===== config.mk =====
export PLATFORM = sky130hd
export DESIGN_NAME = axis_demux_1to8
export DESIGN_NICKNAME = d
export VERILOG_FILES = /design/src/rtl/axis_demux_1to8.sv
export SDC_FILE = /design/constraint.sdc
export NUM_CORES = 1
export LEC_CHECK = 0
export CORE_MARGIN = 2
export CORE_UTILIZATION = 48
export DETAILED_ROUTE_END_ITERATION = 8
export HOLD_SLACK_MARGIN = 0.03
export PLACE_DENSITY = 0.88
export SLEW_MARGIN = 20
export SYNTH_ARGS = -nofsm -noshare
export SYNTH_HDL_FRONTEND = slang
export SYNTH_SLANG_ARGS = --single-unit

===== constraint.sdc =====
create_clock -name aclk -period 2.9 [get_ports aclk]
set_input_delay 0.725 -clock aclk [delete_from_list [all_inputs] [get_ports aclk]]
set_output_delay 0.725 -clock aclk [all_outputs]
set_load 0.05 [all_outputs]

===== src/rtl/axis_demux_1to8.sv =====
// AXI-Stream 1-to-8 packet distributor: the destination is latched on the first
// beat of each packet and every beat goes through a single registered output stage.
module axis_demux_1to8 #(
  parameter int DATA_WIDTH = 16,
  parameter int CNT_WIDTH  = 16
) (
  input  logic                  aclk,
  input  logic                  aresetn,
  input  logic [2:0]            sel,
  input  logic [DATA_WIDTH-1:0] s_tdata,
  input  logic                  s_tvalid,
  input  logic                  s_tlast,
  output logic                  s_tready,
  output logic [DATA_WIDTH-1:0] m_tdata,
  output logic                  m_tlast,
  output logic [7:0]            m_tvalid,
  input  logic [7:0]            m_tready,
  output logic [2:0]            active_ch,
  output logic                  busy,
  output logic                  pkt_done,
  output logic [CNT_WIDTH-1:0]  pkt_beats
);

  // state | meaning
  // IDLE  | no packet open; the next accepted beat samples sel
  // ROUTE | packet open; beats follow active_ch until TLAST is accepted
  typedef enum logic {IDLE, ROUTE} state_t;

  state_t                state_q, state_d;
  logic [DATA_WIDTH-1:0] data_q, data_d;
  logic                  last_q, last_d;
  logic [2:0]            out_ch_q, out_ch_d;
  logic                  out_valid_q, out_valid_d;
  logic [2:0]            active_ch_q, active_ch_d;
  logic                  busy_q, busy_d;
  logic                  pkt_done_q, pkt_done_d;
  logic [CNT_WIDTH-1:0]  pkt_beats_q, pkt_beats_d;
  logic [CNT_WIDTH-1:0]  cnt_q, cnt_d;

  logic                  accept;
  logic                  drain;
  logic [CNT_WIDTH-1:0]  cnt_inc;

  // Ready depends only on registered state and m_tready, never on s_tvalid.
  assign drain    = out_valid_q && m_tready[out_ch_q];
  assign s_tready = aresetn && (!out_valid_q || m_tready[out_ch_q]);
  assign accept   = s_tvalid && s_tready;
  assign cnt_inc  = (&cnt_q) ? cnt_q : cnt_q + CNT_WIDTH'(1);

  always_comb begin
    state_d     = state_q;
    data_d      = data_q;
    last_d      = last_q;
    out_ch_d    = out_ch_q;
    out_valid_d = out_valid_q;
    active_ch_d = active_ch_q;
    busy_d      = busy_q;
    pkt_done_d  = 1'b0;
    pkt_beats_d = pkt_beats_q;
    cnt_d       = cnt_q;

    if (accept) begin
      data_d      = s_tdata;
      last_d      = s_tlast;
      out_valid_d = 1'b1;
      out_ch_d    = (state_q == IDLE) ? sel : active_ch_q;
    end else if (drain) begin
      out_valid_d = 1'b0;
    end

    case (state_q)
      IDLE: begin
        if (accept) begin
          active_ch_d = sel;
          if (s_tlast) begin
            pkt_beats_d = CNT_WIDTH'(1);
            pkt_done_d  = 1'b1;
          end else begin
            state_d = ROUTE;
            busy_d  = 1'b1;
            cnt_d   = CNT_WIDTH'(1);
          end
        end
      end
      ROUTE: begin
        if (accept) begin
          if (s_tlast) begin
            state_d     = IDLE;
            pkt_beats_d = cnt_inc;
            pkt_done_d  = 1'b1;
            busy_d      = 1'b0;
            cnt_d       = '0;
          end else begin
            cnt_d = cnt_inc;
          end
        end
      end
      default: state_d = IDLE;
    endcase
  end

  always_ff @(posedge aclk) begin
    if (!aresetn) begin
      state_q     <= IDLE;
      data_q      <= '0;
      last_q      <= 1'b0;
      out_ch_q    <= 3'd0;
      out_valid_q <= 1'b0;
      active_ch_q <= 3'd0;
      busy_q      <= 1'b0;
      pkt_done_q  <= 1'b0;
      pkt_beats_q <= '0;
      cnt_q       <= '0;
    end else begin
      state_q     <= state_d;
      data_q      <= data_d;
      last_q      <= last_d;
      out_ch_q    <= out_ch_d;
      out_valid_q <= out_valid_d;
      active_ch_q <= active_ch_d;
      busy_q      <= busy_d;
      pkt_done_q  <= pkt_done_d;
      pkt_beats_q <= pkt_beats_d;
      cnt_q       <= cnt_d;
    end
  end

  always_comb begin
    m_tvalid           = 8'h00;
    m_tvalid[out_ch_q] = out_valid_q;
  end

  assign m_tdata   = data_q;
  assign m_tlast   = last_q;
  assign active_ch = active_ch_q;
  assign busy      = busy_q;
  assign pkt_done  = pkt_done_q;
  assign pkt_beats = pkt_beats_q;

endmodule

# Word-level counts from Yosys, hierarchy flattened

Index checks and enable logic that the tools add are counted.

$lt $le $gt $ge: 2
Reduce and logical (&&, ||, !) cells: 13
Add/subtract/negate cells: 1
Bitwise operators: 2
Equal/unequal tests: 5
Muxes and demuxes: 28

Operator list:

| kind                                                                                | number |
|---|---|
| 16-bit two-way mux                                                                  | 9 |
| 16-bit case mux with 2 select lines                                                 | 2 |
| 16-bit by 1-bit adder with 16-bit output, second input constant                     | 1 |
| 16-bit AND reduction                                                                | 1 |
| 1-bit two-way mux                                                                   | 12 |
| 8-bit bitwise AND                                                                   | 1 |
| 2-bit != test, second input constant                                                | 4 |
| 4-bit AND reduction                                                                 | 2 |
| 1-bit logical AND                                                                   | 4 |
| 3-bit by 4-bit less-than comparator with 1-bit output, second input constant        | 1 |
| 1-bit case mux with 2 select lines                                                  | 2 |
| 2-bit AND reduction                                                                 | 2 |
| 1-bit binary-select mux with 3-bit select                                           | 1 |
| 1-bit demux with 3-bit select                                                       | 1 |
| 3-bit by 1-bit greater-or-equal comparator with 1-bit output, second input constant | 1 |
| 3-bit two-way mux                                                                   | 1 |
| 3-bit AND reduction                                                                 | 1 |
| 2-bit by 1-bit != test with 1-bit output, second input constant                     | 1 |
| 2-bit nonzero test                                                                  | 1 |
| 1-bit zero test                                                                     | 1 |
| 1-bit logical OR                                                                    | 1 |
| 1-bit inverter                                                                      | 1 |

Word-level logic and storage cells: 61
Output and inout bits: 47
Bits of input ports: 31
Register bits after elaboration: 59

# Longest topological paths before layout

Word-level depth: 7
Depth in mapped cells: 9
Mapped depth without buffers: 6

# Worst setup path before layout

OpenSTA, ideal clock, no wires.

Path type: input port to output port
Start: input m_tready[3]
End: output s_tready
Path buffers: 0
Stages on the path: 4
Data required time: 2.175 ns
Setup slack: 0.230 ns
Arrival: 1.945 ns
Cell sequence: mux4_2 > mux2i_4 > and2_1 > nor2_1

Longest elaborated chain between the ends: 4

Ends and longest elaborated chain:

| item                                      | RTL line | text |
|---|---|---|
| start, declared                           | 17       | `input logic [7:0] m_tready,` |
| 1-bit binary-select mux with 3-bit select | 46       | `assign s_tready = aresetn && (!out_valid_q \|\| m_tready[out_ch_q]);` |
| 1-bit two-way mux (implied by the code)   | 46       |  |
| 1-bit logical OR                          | 46       |  |
| 1-bit logical AND                         | 46       |  |
| end, declared                             | 13       | `output logic s_tready,` |

Every way passes these cells. The select of a mux whose other input is x is not followed.

# Worst setup path in the final report

Start: register out_valid_q
End: output m_tvalid[4]

Longest elaborated chain between the ends: 1

Ends and longest elaborated chain:

| item                        | RTL line | text |
|---|---|---|
| start, declared             | 33       | `logic out_valid_q, out_valid_d;` |
| start signal, assigned      | 119      | `out_valid_q <= out_valid_d;` |
| 8-bit bitwise AND (no line) | n/a      |  |
| end, declared               | 16       | `output logic [7:0] m_tvalid,` |

Every way passes these cells.

==> impl_metrics.toml <==
[run_status]
outcome = "complete, no violations"

[floorplanning]
io_pins = 78
die_w_um = 80.1
coreArea_um2 = 5540
die_area_um2 = 6420
num_rows = 27
fp.dieH_um = 80.1
initial_core_util = 0.502

[clock_tree]
htreeDepth = 3
tritoncts = "built"
clock_latency_ns = 0.34
ctsHoldBuffers = 0
cts_sinks = 59
cts_buffers = 9
clock-root-buffer = "clkbuf_8"
cts_buffer_depth = 2
clk_pin_slew_ns = 0.07

[worst_hold_path]
whs_path_depth = 2
hp-class = "reg2reg"
min_to = "m_tdata[13]$_SDFFE_PN0P_"
min-delay-start = "m_tdata[13]$_SDFFE_PN0P_"

[sta]
fin_ws_ns = 0.126
fmax_ghz = 0.361
tightest_slew_ns = 0.790
min_period_over_period = 0.956
grt_setup_unrepaired = "false"
finalCriticalPeriod_ns = 2.77
slew_violations = 0
setup_viol = 0
holdWs_ns = 0.446
finalHoldViolations = 0
relSlewSlack = 0.472
clock_skew_ns = 0.00557

[critical_path]
setup.worst_path.class = "reg2out"
required_ns = 2.17
arrival_ns = 2.05
cp-end-kind = "output pin"
startpoint_type = "flop"
reg2reg_from = "out_ch_q[0]$_SDFFE_PN0P_"
reg2reg_to = "pkt_beats[8]$_SDFFE_PN0P_"
crit_fanout = 9
reg2reg_slack_ns = 0.52
rr_worst_depth = 7

[placed_design]
hpwl_um = 5120
place_ws_ns = -0.0832
gp_congestion = 0.890
portBuffers = 77

[global_route]
grt_pass1_vias = 2388
use_met2 = 0.372
met3_usage = 0.0652
grt-busiest-layer = "met2"
grt_max_degree = 41
grt_util_all_layers = 0.230
grt_pass1_wl_um = 11400
met1_usage = 0.294
antenna_found_initial = 0
gr-total-overflow = 0

[logic_synthesis]
ys_seq_elements = 59
syn_avg_cell_area_um2 = 8.75
synth_ff_type = "dfxtp_1"
synth_nets = 353
netlist_area_um2 = 2780
synth_cell_types = 53
async_flop_share = 0
synth_edf_count = 0
synth_warnings = 0
synthCells = 318
seq_area_frac_synth = 0.424

[routing]
wl_um = 7310
ant_nets = 0
drt_pre_antenna_iters = 4
drc = 0
wl_per_cell_um = 15.4
vias = 2671
via_per_inst = 5.61
drt_iter0_drc = 149

[pwr]
clock_power_share = 0.401
p_int_w = 0.00151
ir_worst_vdd_uv = 435
power_density_nw_per_um2 = 534
seqPwrFrac = 0.415
switching_share = 0.282
power.switching_w = 0.000592
pwr-share-comb = 0.184
power_w = 0.00210
power.leakage_nw = 1.52

[final_layout]
final_common_cell = "clkdlybuf4s50_1"
n_fill_cell = 441
drive_above_1_share = 0.121
synthToLayoutAreaGrowth_pct = 41.4
final_cell_mix = "clkdlybuf4s50_1, dfxtp_1, nand2_1"
final_nets = 434
n_antenna_cell = 0

[job]
cap_viol_max_count = 0
==> cell usage after synthesis, drive strengths merged (3+ instances only) <==
library cell,instances,share of area
nand2b,3,0.0067
and3,7,0.016
a22o,6,0.019
xor2,3,0.0094
a31oi,5,0.011
nand2,56,0.076
o211ai,3,0.0081
xnor2,4,0.013
mux2i,10,0.040
inv,4,0.0054
ha,4,0.018
a21oi,9,0.016
buf,6,0.017
and4,3,0.0094
dfxtp,59,0.42
nor2,14,0.019
a211oi,7,0.019
o21ai,26,0.047
nand4,4,0.0090
nor3,12,0.022
clkbuf,15,0.020
o2bb2ai,4,0.013
nand3,12,0.022
a31o,6,0.019
and2,6,0.013
==> cell type report <==
cell class,count,area (um^2),area share
inverters,5,18.8,0.00477
repair buffers,91,926,0.235
multi-input cells,233,1490,0.379
well taps,72,90.1,0.0229
clock inverters,6,88.8,0.0226
flip-flops and latches,59,1180,0.300
clock buffers,10,138,0.0350
==> logic make-up after synthesis <==
| kind of cell | synth area share |
|---|---|
| multiplexers | 0.0607 |
| AND/OR/NAND/NOR | 0.211 |
| AO/OA/AOI/OAI | 0.220 |
| flip-flops | 0.424 |
| buffers and inverters | 0.0441 |
| adder cells (fa/ha/maj) | 0.0180 |
| XOR/XNOR | 0.0220 |
==> layer usage <==
layer / up-vias / part of all wire
met5: - / 0
met4: 0 / 0.014
met3: 11 / 0.072
met2: 97 / 0.48
met1: 1246 / 0.43
li1: 1317 / -
==> critical path, stage by stage, from the launching register on <==
cell and delay (ns):
dfxtp_1 0.55, nand2_1 0.18, nor3_1 0.16, clkdlybuf4s50_1 0.82
==> metrics by stage <==
step / setup TNS, ns / util / instance area, um^2 / cells
after floorplan: 0 / - / 2780 / 318
after global placement: 0 / 0.660 / 3660 / 458
after detailed placement: -0.338 / 0.660 / 3660 / 458
after CTS: 0 / 0.703 / 3890 / 475
after global routing: 0 / 0.710 / 3940 / 476
final: 0 / 0.710 / 3940 / 476
==> worst max path at each step <==
stage / from / endpoint / slack [ns] / cells past startpoint
2_1_floorplan: m_tready[3] / s_tready / 0.23 / 4
3_3_place_gp: m_tready[4] / s_tready / 0.03 / 6
3_5_place_dp: s_tlast / pkt_beats[8]$_SDFFE_PN0P_ / -0.08 / 7
4_1_cts: m_tready[4] / s_tready / 0.005 / 6
5_1_grt: out_valid_q$_SDFFE_PN0P_ / m_tvalid[4] / 0.04 / 3
6_report: out_valid_q$_SDFFE_PN0P_ / m_tvalid[4] / 0.13 / 3
==> power groups by stage <==
stage               Combinational [W]  Sequential [W]  Clock, W
floorplan                    0.000147        0.000972         0
global placement             0.000370        0.000888         0
detailed placement           0.000377        0.000890         0
CTS                          0.000385        0.000873  0.000850
global route                 0.000410        0.000878  0.000891
finish                       0.000386        0.000873  0.000842
==> state kept, by name, summed over array words and instances (netlist names), named ones only <==
register     flops
m_tdata         16
pkt_beats       16
out_ch_q         3
active_ch        3
cnt_q           16
busy             1
out_valid_q      1
pkt_done         1
m_tlast          1
==> repair_timing <==
action,in CTS,in global routing
setup buffers,1,1
resized for setup,1,12
pin swaps,0,1
endpoints found under the hold margin,0,0
setup endpoints to repair,1,2
Power figures use the tool's default switching activity.
